[src/rtl/muxn_pkg.sv]
// Shared definitions for the N-input registered selector.
//   MODE_FIXED / MODE_RR : encodings of the mode input
//   next_idx             : modulo-n increment used for the round-robin pointer
package muxn_pkg;

  localparam logic MODE_FIXED = 1'b0;
  localparam logic MODE_RR    = 1'b1;

  function automatic int next_idx(input int idx, input int n);
    return (idx + 1 >= n) ? 0 : idx + 1;
  endfunction

endpackage

[src/rtl/rr_pick.sv]
// Round-robin pick: first asserted request at or after ptr, wrapping.
//   req       : per-channel request vector
//   ptr       : highest-priority index this cycle (must be < N)
//   gnt_valid : some request asserted
//   gnt_idx   : index of the winning request
module rr_pick #(
  parameter  int N    = 4,
  localparam int SELW = $clog2(N)
) (
  input  logic [N-1:0]    req,
  input  logic [SELW-1:0] ptr,
  output logic            gnt_valid,
  output logic [SELW-1:0] gnt_idx
);

  logic [N-1:0] w_rot;
  int           w_pos;

  // Modulo-N add of two indices that are each < N.
  function automatic int wrap_add(input int a, input int b);
    return (a + b >= N) ? a + b - N : a + b;
  endfunction

  // Rotate so that ptr lands on bit 0.
  always_comb begin
    w_rot = '0;
    for (int j = 0; j < N; j++)
      w_rot[j] = req[wrap_add(j, int'(ptr))];
  end

  // Lowest set bit of the rotated vector wins.
  always_comb begin
    w_pos = 0;
    for (int j = N - 1; j >= 0; j--)
      if (w_rot[j]) w_pos = j;
  end

  assign gnt_valid = |req;
  assign gnt_idx   = SELW'(wrap_add(w_pos, int'(ptr)));

endmodule

[src/rtl/muxn_rr_reg.sv]
// N-input WIDTH-bit selector with a registered valid/ready output stage.
//   clk, reset          : clock, synchronous active-high reset
//   mode, sel           : 0 = fixed channel sel, 1 = round-robin
//   in_valid/in_data    : producer channels (channel i at [i*WIDTH +: WIDTH])
//   in_ready            : combinational accept, at most one bit high
//   out_valid/out_data  : registered output word
//   out_chan            : channel that supplied out_data
//   out_ready           : consumer accepts out_data
module muxn_rr_reg
  import muxn_pkg::*;
#(
  parameter  int WIDTH = 8,
  parameter  int N     = 4,
  localparam int SELW  = $clog2(N)
) (
  input  logic               clk,
  input  logic               reset,
  input  logic               mode,
  input  logic [SELW-1:0]    sel,
  input  logic [N-1:0]       in_valid,
  input  logic [N*WIDTH-1:0] in_data,
  output logic [N-1:0]       in_ready,
  output logic               out_valid,
  output logic [WIDTH-1:0]   out_data,
  output logic [SELW-1:0]    out_chan,
  input  logic               out_ready
);

  logic              r_out_valid;
  logic [WIDTH-1:0]  r_out_data;
  logic [SELW-1:0]   r_out_chan;
  logic [SELW-1:0]   r_ptr;

  logic              w_slot_free;
  logic              w_gnt_valid;
  logic [SELW-1:0]   w_gnt_idx;
  logic              w_acc;
  logic [WIDTH-1:0]  w_acc_data;
  logic [SELW-1:0]   w_acc_idx;

  rr_pick #(.N(N)) u_pick (
    .req       (in_valid),
    .ptr       (r_ptr),
    .gnt_valid (w_gnt_valid),
    .gnt_idx   (w_gnt_idx)
  );

  assign w_slot_free = !r_out_valid || out_ready;

  // Ready is held low while in reset so nothing looks accepted then.
  // The compare loop also makes an out-of-range sel (N not a power of 2)
  // assert nothing.
  always_comb begin
    in_ready = '0;
    if (!reset && w_slot_free) begin
      for (int i = 0; i < N; i++) begin
        if (mode == MODE_FIXED) begin
          if (SELW'(i) == sel) in_ready[i] = 1'b1;
        end else begin
          if (w_gnt_valid && SELW'(i) == w_gnt_idx) in_ready[i] = 1'b1;
        end
      end
    end
  end

  assign w_acc = |(in_valid & in_ready);

  // in_ready is one-hot, so it doubles as the data-mux select.
  always_comb begin
    w_acc_data = '0;
    w_acc_idx  = '0;
    for (int i = 0; i < N; i++) begin
      if (in_ready[i]) begin
        w_acc_data = in_data[i*WIDTH +: WIDTH];
        w_acc_idx  = SELW'(i);
      end
    end
  end

  always_ff @(posedge clk) begin
    if (reset) begin
      r_out_valid <= 1'b0;
      r_out_data  <= '0;
      r_out_chan  <= '0;
      r_ptr       <= '0;
    end else begin
      if (w_acc) begin
        r_out_valid <= 1'b1;
        r_out_data  <= w_acc_data;
        r_out_chan  <= w_acc_idx;
        if (mode == MODE_RR)
          r_ptr <= SELW'(next_idx(int'(w_acc_idx), N));
      end else if (r_out_valid && out_ready) begin
        r_out_valid <= 1'b0;
      end
    end
  end

  assign out_valid = r_out_valid;
  assign out_data  = r_out_data;
  assign out_chan  = r_out_chan;

endmodule

[config.mk]
export PLATFORM = sky130hd
export DESIGN_NAME = muxn_rr_reg
export DESIGN_NICKNAME = d
export VERILOG_FILES = /design/src/rtl/muxn_pkg.sv /design/src/rtl/rr_pick.sv /design/src/rtl/muxn_rr_reg.sv
export SDC_FILE = /design/constraint.sdc
export NUM_CORES = 1
export LEC_CHECK = 0
export CORE_MARGIN = 5
export CORE_UTILIZATION = 39
export CTS_BUF_LIST = sky130_fd_sc_hd__clkbuf_8
export DETAILED_ROUTE_END_ITERATION = 12
export PLACE_DENSITY = 0.72
export SYNTH_ARGS = -nofsm -noshare
export SYNTH_HDL_FRONTEND = slang
export SYNTH_SLANG_ARGS = --single-unit
[constraint.sdc]
create_clock -name clk -period 7.4 [get_ports clk]
set_input_delay 0.74 -clock clk [delete_from_list [all_inputs] [get_ports clk]]
set_output_delay 0.74 -clock clk [all_outputs]
set_load 0.01 [all_outputs]
== Yosys cells after proc, flatten, opt, wreduce, memory -nomap -nowiden ==
Index checks and enable logic that the tools add are counted.
Widths: inputs -> output; s select.
Cells by class
  add/subtract/negate cells: 10
  multiply operators: 0
  divide/modulo/power cells: 0
  $lt $le $gt $ge: 10
  equal/unequal tests: 6
  shift operators: 0
  mux-type cells: 44
  bitwise operators: 1
  reductions and logical operators: 15
Operator list (number)
  $lt 32x4->1 const B: 4
  $mux 32: 4
  $ge 32x4->1 const B: 3
  $sub 32x4->32 const B: 3
  $mux 8: 4
  $mux 1: 23
  $mux 2: 8
  $bmux 1 s2: 4
  $eq 2x2->1 const A: 4
  $reduce_or 4->1: 2
  $add 2x2->3 const A: 2
  $ge 3x3->1 const B: 2
  $logic_and 1x1->1: 6
  $and 4x4->4: 1
  $eq 1x2->1 const A: 2
  $logic_not 2->1: 2
  $mux 4: 1
  $sub 2x3->4 const B: 1
  $add 1x2->3 const A: 1
  $add 2x1->3 const B: 1
  $add 2x2->3: 1
  $ge 2x3->1 const B: 1
  $logic_not 1->1: 2
  $reduce_and 2->1: 1
  3 further kinds: 3
Storage, ports and cells
  flip-flop bits (word level): 13
  latch bits: 0
  memory bits (writable): 0
  memory bits (read-only): 0
  input bits: 42
  memories kept: 0

== Longest topological paths before layout ==
  depth in word-level cells: 24
  mapped depth: 13

== Hierarchy ==
Synthesis repeated with hierarchy kept, for this count alone.
Second synthesis, totals
  cells, all modules: 134
  area total of the unflattened synthesis: 1064.8 um2
By module, submodules not included
  muxn_rr_reg: instances 1, cells each 109, area each 898.4 um2, seq. area each 260.2 um2
  rr_pick: instances 1, cells each 25, area each 166.4 um2, seq. area each 0.0 um2

== Least setup slack after synthesis ==
No wires, ideal clock.
  path kind: input to output
  start point: input in_valid[0]
  end point: output in_ready[2]
  arrival time: 2.592 ns
  required time: 6.660 ns
  setup slack: 4.068 ns
  stages: 9
  buffers on the path: 2
  path through: buf_2 -> or4_1 -> o2111ai_1 -> ha_1 -> xor2_1 -> nand3_2 -> buf_6 -> a21o_1 -> a21oi_2
On the way
  cells in the longest elaborated chain, start to end: 15
Ends and longest elaborated chain
  from (decl): line muxn_rr_reg.sv:20  | input logic [N-1:0] in_valid,
  $bmux 1 s2: line rr_pick.sv:28  | w_rot[j] = req[wrap_add(j, int'(ptr))];
  $mux 1 (not written as such) (2 in a row): line rr_pick.sv:28
  $mux 2 (4 in a row): line rr_pick.sv:35  | if (w_rot[j]) w_pos = j;
  $add 2x2->3: line rr_pick.sv:21  | return (a + b >= N) ? a + b - N : a + b;
  $ge 3x3->1 / $sub 2x1->2 (equally long branches): line rr_pick.sv:21
  $mux 2: line rr_pick.sv:21
  $eq 2x2->1: line muxn_rr_reg.sv:60  | if (w_gnt_valid && SELW'(i) == w_gnt_idx) in_ready[i] = 1'b1;
  $logic_and 1x1->1 *: line muxn_rr_reg.sv:60
  $mux 1 *: line muxn_rr_reg.sv:60
  $mux 1 *: line muxn_rr_reg.sv:57  | if (mode == MODE_FIXED) begin
  $mux 4 *: line muxn_rr_reg.sv:55  | if (!reset && w_slot_free) begin
  to (decl): line muxn_rr_reg.sv:22  | output logic [N-1:0] in_ready,
Mark *: on every way between the ends. The rest lies on a longest branch, timed or not. The select of a mux whose other input is x is not followed.

== Worst setup path after layout ==
Same ends and word-level chain as after synthesis.

==> flow_summary.json <==
{
  "comb_power_share": 0.694,
  "cts.path.max_buffers": 2,
  "p_per_area_mw_per_mm2": 261.5,
  "cp-end-kind": "output port",
  "synth_most_common_cell": "nor2_1",
  "min_period_ps": 4820,
  "antenna_found_initial": 0,
  "dieArea_mm2": 0.005651,
  "ctsRootBufferMaster": "clkbuf_8",
  "rows": 23,
  "pre_cts_slack_ps": 2591,
  "synth_nets": 266,
  "routed_wl_um": 4947,
  "postRouteAntennaNets": 0,
  "gp_congestion": 0.8991,
  "synth_largest_area_cell": "dfxtp_1",
  "relSlewSlack": 0.2459,
  "start_kind": "input port",
  "synth_top_area_frac": 0.1571,
  "clk_latency_ps": 240,
  "dr.pass1.iters": 4,
  "tns_ps": 0,
  "cts_resized": 0,
  "hold_viol": 0,
  "die_h_um": 75.18,
  "placed_area_mm2": 0.002155,
  "synth-seq-cells": 13,
  "areaGrowthSynthToFinish_pct": 32.78,
  "track_usage": 0.1766,
  "grt_pass1_vias": 1732,
  "cp_max_fo": 31,
  "ys_top_cells_by_area": "dfxtp_1 16%, o211ai_1 10%, a21oi_1 6.3%",
  "synthesis.area_mm2": 0.001657,
  "setup.worst_path.class": "in -> out",
  "routedWlPerCell_um": 15.86,
  "remaining_drc_errors": 0,
  "ir_worst_vdd_mv": 0.1443,
  "worst_pin_slew_ps": 1131,
  "synth_cell_types": 52,
  "vias_per_cell": 6.061,
  "dp.final_hpwl_um": 3740,
  "timing.fmax_mhz": 207.5,
  "grt_first_pass_wirelength_um": 7976,
  "p_int_mw": 0.2903,
  "cts_sinks": 13,
  "synth_common_cells": "26 x nor2_1, 22 x o211ai_1, 21 x a21oi_1",
  "period_share": 0.6514,
  "status": "complete, no violations",
  "num_vias": 1891,
  "drive_above_1_share": 0.06489,
  "min_path_type": "reg -> reg",
  "design_area_mm2": 0.002200,
  "p_seq_frac": 0.197,
  "ys_warn_count": 0,
  "overflow": 0,
  "finalSetupViolations": 0,
  "p_sw_mw": 0.2849,
  "htree_levels": 1,
  "cts_tree": "built",
  "cts_hold_buf": 0,
  "power_switching_share": 0.4953,
  "cts.clk_slew.worst_paths_ps": 60,
  "ioPinCount": 57,
  "clkPwrFrac": 0.109,
  "portBuffers": 56,
  "crit_required_ps": 6660,
  "start_util": 0.4083,
  "arrival_ps": 4080,
  "antenna-diode-count": 0,
  "postCtsSetupRepairBufs": 0,
  "netlist_instances": 223,
  "leakage_nw": 0.8200,
  "max_cap_violations": 0,
  "core-area_mm2": 0.004058,
  "cts_made_buffers": 3,
  "fin_worst_skew_ps": 5.756,
  "slew_violations": 0,
  "yosysSeqAreaShare": 0.1571,
  "synth_ff_type": "dfxtp_1",
  "grt_max_degree": 32,
  "grt_setup_unrepaired": "false",
  "fin_ws_ps": 2580,
  "power.total_mw": 0.5751,
  "die_w_um": 75.18,
  "nets": 306,
  "drt_iter0_markers": 128,
  "syn_avg_cell_area_um2": 7.429,
  "synth_edf_count": 0,
  "async_reset_ff_frac": 0
}
area by class of cell:
| cell class | count | area (um2) |
|---|---|---|
| fill | 399 | 1858 |
| multi-input combinational | 187 | 1264 |
| timing repair buffer | 56 | 560.5 |
| sequential | 13 | 260.3 |
| tap | 50 | 62.56 |
| clock buffer | 3 | 41.29 |
| inverter | 2 | 7.507 |
| clock inverter | 1 | 3.754 |
metal layers:
| layer | up-vias | routed length (um) | global-route usage |
|---|---|---|---|
| met5 | - | 0 | 0 |
| met4 | 0 | 58 | 0.05825 |
| met3 | 4 | 356 | 0.02136 |
| met2 | 68 | 2289 | 0.2882 |
| met1 | 877 | 2242 | 0.2410 |
| li1 | 942 | - | - |
critical path: stages:
cell             delay (ps)
clkdlybuf4s50_1         590
or4_1                   570
o2111ai_1               110
ha_1                    230
xor2_1                  260
nand3_2                 500
a21o_1                  350
a21oi_2                 170
clkdlybuf4s50_1         560
flip-flops by register name, summed over array words and instances (netlist names):
signal,count
out_data,8
out_chan,2
r_ptr,2
out_valid,1
power groups by stage:
| stage | logic, mW | registers (mW) | clock network [mW] |
|---|---|---|---|
| detailed placement | 0.396 | 0.115 | 0 |
| floorplan | 0.305 | 0.111 | 0 |
| CTS | 0.397 | 0.113 | 0.0630 |
| finish | 0.399 | 0.113 | 0.0625 |
| global placement | 0.395 | 0.115 | 0 |
| global route | 0.437 | 0.117 | 0.0682 |
kinds of logic (layout without fill, tap and decap cells):
family / after synthesis / after routing / share of synthesized area
buffers and inverters: 23 / 62 / 0.08005
AO/OA/AOI/OAI: 72 / 72 / 0.3384
AND/OR/NAND/NOR: 101 / 101 / 0.3391
flip-flops: 13 / 13 / 0.1571
adder cells (fa/ha/maj): 1 / 1 / 0.007552
XOR/XNOR: 2 / 2 / 0.01058
multiplexers: 11 / 11 / 0.06722
stage by stage:
stage / instances / util / hold slack, ps
5_1_grt: 312 / 0.5421 / 553.9
4_1_cts: 312 / 0.5421 / 537.6
2_1_floorplan: 223 / - / 524.8
3_3_place_gp: 308 / 0.5310 / 510.8
6_report: 312 / 0.5421 / 532.1
3_5_place_dp: 308 / 0.5310 / 523.4
placed cells by master (no fill, tap or decap), types with 10 or more instances in the layout:
| master | n |
|---|---|
| nor2_1 | 26 |
| dfxtp_1 | 13 |
| nor3_1 | 12 |
| nand4_1 | 10 |
| o211ai_1 | 22 |
| a21oi_1 | 21 |
| mux2i_1 | 10 |
| clkdlybuf4s50_1 | 56 |
| nor2b_1 | 14 |
| nand2_1 | 11 |
worst paths after layout:
path / start / endpoint / slack [ps] / cells after the start
setup reg to reg: r_ptr[0]$_SDFFE_PP0P_ / r_ptr[0]$_SDFFE_PP0P_ / 4110 / 8
hold / removal: out_data[2]$_SDFFE_PP0P_ / out_data[2]$_SDFFE_PP0P_ / 530 / 2
hold reg to reg: out_data[2]$_SDFFE_PP0P_ / out_data[2]$_SDFFE_PP0P_ / 530 / 2
setup / recovery: in_valid[0] / in_ready[2] / 2580 / 9
No activity file was read; power rests on OpenSTA's default activity.
